### config.mk
export PLATFORM = sky130hd
export DESIGN_NAME = system_control_unit
export DESIGN_NICKNAME = d
export VERILOG_FILES = /design/src/rtl/system_control_unit.sv
export SDC_FILE = /design/constraint.sdc
export NUM_CORES = 1
export LEC_CHECK = 0
export BUFFER_PORTS_ARGS = -buffer_cell sky130_fd_sc_hd__buf_2
export CAP_MARGIN = 10
export CORE_ASPECT_RATIO = 0.5
export CORE_MARGIN = 1
export CORE_UTILIZATION = 40
export DETAILED_ROUTE_END_ITERATION = 6
export PLACE_DENSITY = 0.66
export SYNTH_ARGS = -nofsm -noshare
export SYNTH_HDL_FRONTEND = slang
export SYNTH_SLANG_ARGS = --single-unit
### constraint.sdc
create_clock -name clk -period 4.7 [get_ports clk]
set_input_delay 1.41 -clock clk [delete_from_list [all_inputs] [get_ports clk]]
set_output_delay 1.41 -clock clk [all_outputs]
set_load 0.005 [all_outputs]
### src/rtl/system_control_unit.sv
// System-register and exception-control block for the cpu32e2 core.
// Holds flags, interrupt enable, exception mask, ISR base, syscall number and
// cause. Also holds a sticky IRQ pending register with masked lowest-index
// arbitration, and a save/restore stack of {flags, IE} for nested exceptions.
module system_control_unit #(
    parameter int unsigned IRQ_COUNT   = 8,
    parameter int unsigned STACK_DEPTH = 4,
    parameter logic [31:0] ISR_RESET   = 32'd4
) (
    input  logic                 clk,
    input  logic                 reset,
    input  logic                 exceptionPending,
    input  logic                 writeEn,
    input  logic [4:0]           writeAddr,
    input  logic [31:0]          writeData,
    input  logic                 flagsWriteEn,
    input  logic [3:0]           resultFlags,
    input  logic                 systemCallEn,
    input  logic [5:0]           systemCallNumber,
    input  logic [4:0]           readAddr,
    input  logic [IRQ_COUNT-1:0] irq,
    input  logic                 exceptionEnter,
    input  logic [4:0]           exceptionCause,
    input  logic                 exceptionReturn,
    output logic [31:0]          readData,
    output logic [3:0]           flags,
    output logic                 interruptEnable,
    output logic [15:0]          exceptionMask,
    output logic [31:0]          isrBaseAddress,
    output logic                 interruptRequest,
    output logic [4:0]           interruptCause,
    output logic [31:0]          isrVector
);

    localparam int unsigned SW = (STACK_DEPTH > 1) ? $clog2(STACK_DEPTH) : 1;

    logic [3:0]           flags_q, flags_d;
    logic                 ie_q, ie_d;
    logic [15:0]          mask_q, mask_d;
    logic [31:0]          isr_q, isr_d;
    logic [5:0]           syscall_q, syscall_d;
    logic [4:0]           cause_q, cause_d;
    logic [IRQ_COUNT-1:0] pending_q, pending_d;
    logic [4:0]           depth_q, depth_d;
    logic                 ovf_q, ovf_d;
    logic                 unf_q, unf_d;
    // Each entry is {flags[3:0], ie}
    logic [4:0]           stack_q [STACK_DEPTH];
    logic [4:0]           stack_d [STACK_DEPTH];

    logic                 wr_ok;
    logic                 flags_wr_ok;
    logic                 stack_full;
    logic                 stack_empty;
    logic [SW-1:0]        push_idx;
    logic [SW-1:0]        pop_idx;
    logic [4:0]           pop_entry;
    logic [IRQ_COUNT-1:0] ack_clr;
    logic [IRQ_COUNT-1:0] w1c_clr;
    logic [IRQ_COUNT-1:0] active;

    // Register writes are dropped entirely in enter/return cycles.
    assign wr_ok       = writeEn && !exceptionPending && !exceptionEnter && !exceptionReturn;
    assign flags_wr_ok = flagsWriteEn && !exceptionPending;
    assign stack_full  = (depth_q == 5'(STACK_DEPTH));
    assign stack_empty = (depth_q == 5'd0);
    assign push_idx    = depth_q[SW-1:0];
    assign pop_idx     = SW'(depth_q - 5'd1);
    assign pop_entry   = stack_q[pop_idx];

    // Pending clear sources: acknowledge on enter and write-1-to-clear.
    always_comb begin
        ack_clr = '0;
        w1c_clr = '0;
        for (int i = 0; i < int'(IRQ_COUNT); i++) begin
            ack_clr[i] = exceptionEnter && exceptionCause[4] && (exceptionCause[3:0] == 4'(i));
        end
        if (wr_ok && writeAddr == 5'd4) begin
            w1c_clr = writeData[IRQ_COUNT-1:0];
        end
    end

    // Next-state for flags, IE and the save/restore stack.
    always_comb begin
        flags_d = flags_q;
        ie_d    = ie_q;
        depth_d = depth_q;
        ovf_d   = ovf_q;
        unf_d   = unf_q;
        stack_d = stack_q;
        if (exceptionEnter) begin
            ie_d = 1'b0;
            if (stack_full) begin
                ovf_d = 1'b1;
            end else begin
                stack_d[push_idx] = {flags_q, ie_q};
                depth_d           = depth_q + 5'd1;
            end
        end else if (exceptionReturn) begin
            if (stack_empty) begin
                unf_d = 1'b1;
            end else begin
                flags_d = pop_entry[4:1];
                ie_d    = pop_entry[0];
                depth_d = depth_q - 5'd1;
            end
        end else begin
            if (wr_ok && writeAddr == 5'd0) begin
                flags_d = writeData[3:0];
            end else if (flags_wr_ok) begin
                flags_d = resultFlags;
            end
            if (wr_ok && writeAddr == 5'd1) begin
                ie_d = writeData[15];
            end
            if (wr_ok && writeAddr == 5'd5) begin
                ovf_d = ovf_q & ~writeData[0];
                unf_d = unf_q & ~writeData[1];
            end
        end
    end

    // Next-state for the remaining registers; a new irq level beats any clear.
    always_comb begin
        mask_d    = mask_q;
        isr_d     = isr_q;
        syscall_d = syscall_q;
        cause_d   = cause_q;
        pending_d = (pending_q & ~(ack_clr | w1c_clr)) | irq;
        if (wr_ok && writeAddr == 5'd1) begin
            mask_d = writeData[31:16];
        end
        if (wr_ok && writeAddr == 5'd2) begin
            isr_d = writeData;
        end
        if (systemCallEn) begin
            syscall_d = systemCallNumber;
        end
        if (exceptionEnter) begin
            cause_d = exceptionCause;
        end
    end

    // State registers with synchronous reset.
    always_ff @(posedge clk) begin
        if (reset) begin
            flags_q   <= '0;
            ie_q      <= 1'b0;
            mask_q    <= '0;
            isr_q     <= ISR_RESET;
            syscall_q <= '0;
            cause_q   <= '0;
            pending_q <= '0;
            depth_q   <= '0;
            ovf_q     <= 1'b0;
            unf_q     <= 1'b0;
            for (int i = 0; i < int'(STACK_DEPTH); i++) begin
                stack_q[i] <= '0;
            end
        end else begin
            flags_q   <= flags_d;
            ie_q      <= ie_d;
            mask_q    <= mask_d;
            isr_q     <= isr_d;
            syscall_q <= syscall_d;
            cause_q   <= cause_d;
            pending_q <= pending_d;
            depth_q   <= depth_d;
            ovf_q     <= ovf_d;
            unf_q     <= unf_d;
            stack_q   <= stack_d;
        end
    end

    // Lowest-index masked pending IRQ wins.
    always_comb begin
        logic found;
        active         = pending_q & mask_q[IRQ_COUNT-1:0];
        interruptCause = 5'd0;
        found          = 1'b0;
        for (int i = 0; i < int'(IRQ_COUNT); i++) begin
            if (active[i] && !found) begin
                interruptCause = 5'(16 + i);
                found          = 1'b1;
            end
        end
        interruptRequest = ie_q && (|active);
    end

    // Combinational register read port.
    always_comb begin
        unique case (readAddr)
            5'd0:    readData = {28'b0, flags_q};
            5'd1:    readData = {mask_q, ie_q, 10'b0, cause_q};
            5'd2:    readData = isr_q;
            5'd3:    readData = {26'b0, syscall_q};
            5'd4:    readData = 32'(pending_q);
            5'd5:    readData = {19'b0, depth_q, 6'b0, unf_q, ovf_q};
            default: readData = 32'd0;
        endcase
    end

    assign flags           = flags_q;
    assign interruptEnable = ie_q;
    assign exceptionMask   = mask_q;
    assign isrBaseAddress  = isr_q;
    assign isrVector       = isr_q + {25'b0, exceptionCause, 2'b0};

endmodule

==> results_dict.tcl <==
set metrics [dict create \
    status "finished clean" \
    drv_slew 0 \
    worst-setup-path-type "input port to primary output" \
    grt_use_met1_pct 32.6 \
    cts_buffers 9 \
    fin_nets 906 \
    min_period_ns 4.63 \
    maxCapViolCount 0 \
    layout_common_cells "buf_2 (193), dfxtp_1 (99), nand2_1 (95)" \
    die_w_um 170 \
    ys_seq_area_share_pct 35.2 \
    cts_max_level 3 \
    grt_max_degree 62 \
    core_um2 13600 \
    power-per-cell-area_nw_per_um2 272 \
    yosysWarnings 0 \
    placed_area_um2 6740 \
    dp_hpwl_um 13300 \
    gp_congestion 0.894 \
    fillCellCount 1337 \
    hold_viol_final 0 \
    ant_nets 0 \
    slew_headroom_pct 24.3 \
    fmax_mhz 216 \
    hold_buffers 0 \
    drive_gt1_share_pct 31.4 \
    wl_um 18100 \
    final_cells 1020 \
    multi_input_area_um2 3510 \
    synthFlopType "dfxtp_1" \
    ys_types 60 \
    tightest_slew_ns 1.13 \
    syn_avg_cell_area_um2 8.61 \
    syn2layout_area_growth_pct 28.5 \
    final_common_cell "buf_2" \
    grt_pass1_vias 5118 \
    grtUsageMet2_pct 41.1 \
    syn_inst 653 \
    skew_ns 0.00966 \
    grt.overflow.total 0 \
    setup.worst_path.start_class "input port" \
    postSynthNetCount 736 \
    first_iter_violations 505 \
    grt.busiest_layer "met2" \
    dieArea_um2 14600 \
    dr.pass1.iters 5 \
    met3_usage_pct 3.74 \
    final.period_utilization_pct 98.4 \
    via_per_inst 5.53 \
    clk_path_buf_depth 2 \
    worstSetupEndpointType "primary output" \
    clock_latency_ns 0.35 \
    place_inst 1001 \
    rows 30 \
    clkTransAtPathRegs_ns 0.08 \
    cts_root_buf "clkbuf_16" \
    numPortBuffers 194 \
    grt_pass1_wl_um 27600 \
    rrSetupSlack_ns 2.35 \
    rsz0062_at_grt "yes" \
    wl_per_cell_um 17.7 \
    seq_area_um2 1980 \
    clock_sinks 99 \
    min_path_type "flip-flop to flip-flop" \
    ios 196 \
    die_y_um 85.8 \
    crit_fanout 6 \
    cp.arrival_ns 3.22 \
    ir_worst_vdd_mv 0.169 \
    drc 0 \
    n_antenna_cell 0 \
    track_usage_pct 24.4 \
    yosys_register_bits 99 \
    p_leak_nw 3.44 \
    stdcell_area_um2 7220 \
    async_flop_share_pct 0 \
    syn-cell-area_um2 5620 \
    tritoncts "built" \
    synth-edff-count 0 \
    antenna_found_initial 0 \
    vias 5636 \
    setup_viol 0 \
    start_util_pct 41.3 \
    critPathRequiredTime_ns 3.29 \
]
[metal layers]
metal / routed length (um) / up-vias
met2: 8730 / 210
met4: 302 / 0
met1: 7980 / 2686
met5: 0 / -
li1: - / 2710
met3: 1040 / 30
[per-stage QoR]
stage               hold slack, ns  setup slack (ns)  total power, mW  util, %  setup TNS (ns)
floorplan                    0.459             0.221             1.14        -               0
global route                 0.517           -0.0292             2.04     53.0         -0.0712
global placement             0.472           -0.0181             1.24     49.5         -0.0181
detailed placement           0.480           -0.0827             1.25     49.5          -0.388
finish                       0.496            0.0737             1.96     53.0               0
CTS                          0.496            0.0195             1.97     52.7               0
[area by class of cell]
cell class | instances | share of cell area (%)
inverters | 13 | 0.676
well taps | 192 | 3.33
multi-input cells | 490 | 48.6
flip-flops and latches | 99 | 27.4
clock buffers | 11 | 3.36
clock inverters | 5 | 0.606
repair buffers | 210 | 16.0
[path summary, 6_finish.rpt]
path | end | depth (start not counted) | from
worst min register to register | stack_q[14] | 2 | stack_q[14]
worst max-delay path | isrVector[10] | 11 | exceptionCause[0]
worst max register to register | interruptEnable | 6 | depth_q[0]
worst min-delay path | stack_q[14] | 2 | stack_q[14]
[cells by family (layout without fill, tap and decap cells)]
| kind of cell | after synthesis | after routing | synth area share [%] |
|---|---|---|---|
| AOI/OAI and AO/OA | 140 | 140 | 18.6 |
| xor gates and xnor gates | 30 | 30 | 4.67 |
| adders and majority gates | 10 | 10 | 2.36 |
| buffers and inverters | 64 | 239 | 5.10 |
| DFF | 99 | 99 | 35.2 |
| muxes | 57 | 57 | 11.3 |
| other | 1 | 1 | 0.0667 |
| and+or+nand+nor | 252 | 252 | 22.6 |
[critical path: stages]
cell	delay, ns
buf_4	0.11
ha_4	0.13
inv_1	0.05
fa_2	0.37
nor2b_4	0.13
o211ai_1	0.14
buf_4	0.19
clkbuf_16	0.16
a211oi_4	0.25
xor2_1	0.16
buf_2	0.13
[cell usage after synthesis (all sizes together) (5+ instances only)]
master	number	share of area [%]
xor2	23	3.6
ha	9	2.0
nor2	63	4.2
nand2	95	6.3
xnor2	7	1.1
and2	6	0.67
mux4	5	2.0
clkbuf	29	2.0
a22oi	10	1.6
inv	13	0.87
a211oi	11	1.5
a22o	25	3.9
and3	5	0.56
nand4	17	2.0
o21ai	6	0.53
a21o	5	0.67
a21oi	46	4.1
and4	7	1.1
dfxtp	99	35
a31oi	12	1.3
nor2b	6	0.67
a2111oi	10	2.7
buf	22	2.3
nand3	26	2.6
mux2i	50	8.9
[sequential cells by signal, summed over array words and instances, names as in the netlist]
name	cells
pending_q	8
ovf_q	1
syscall_q	6
exceptionMask	16
depth_q	5
interruptEnable	1
flags	4
unf_q	1
isrBaseAddress	32
cause_q	5
stack_q	20
[report_power, final]
part	internal (mW)	switching (mW)	total [mW]	leakage (nW)
clock network	0.382	0.342	0.724	0.141
logic	0.146	0.169	0.315	2.49
registers	0.873	0.0511	0.924	0.804
total	1.40	0.563	1.96	3.44
[timing repair]
action,CTS,global route
pin swaps,11,3
gates resized for setup,16,6
buffers inserted,0,2
endpoints found under the setup margin,6,15
gates cloned,1,0
(Power assumes the default switching activity.)
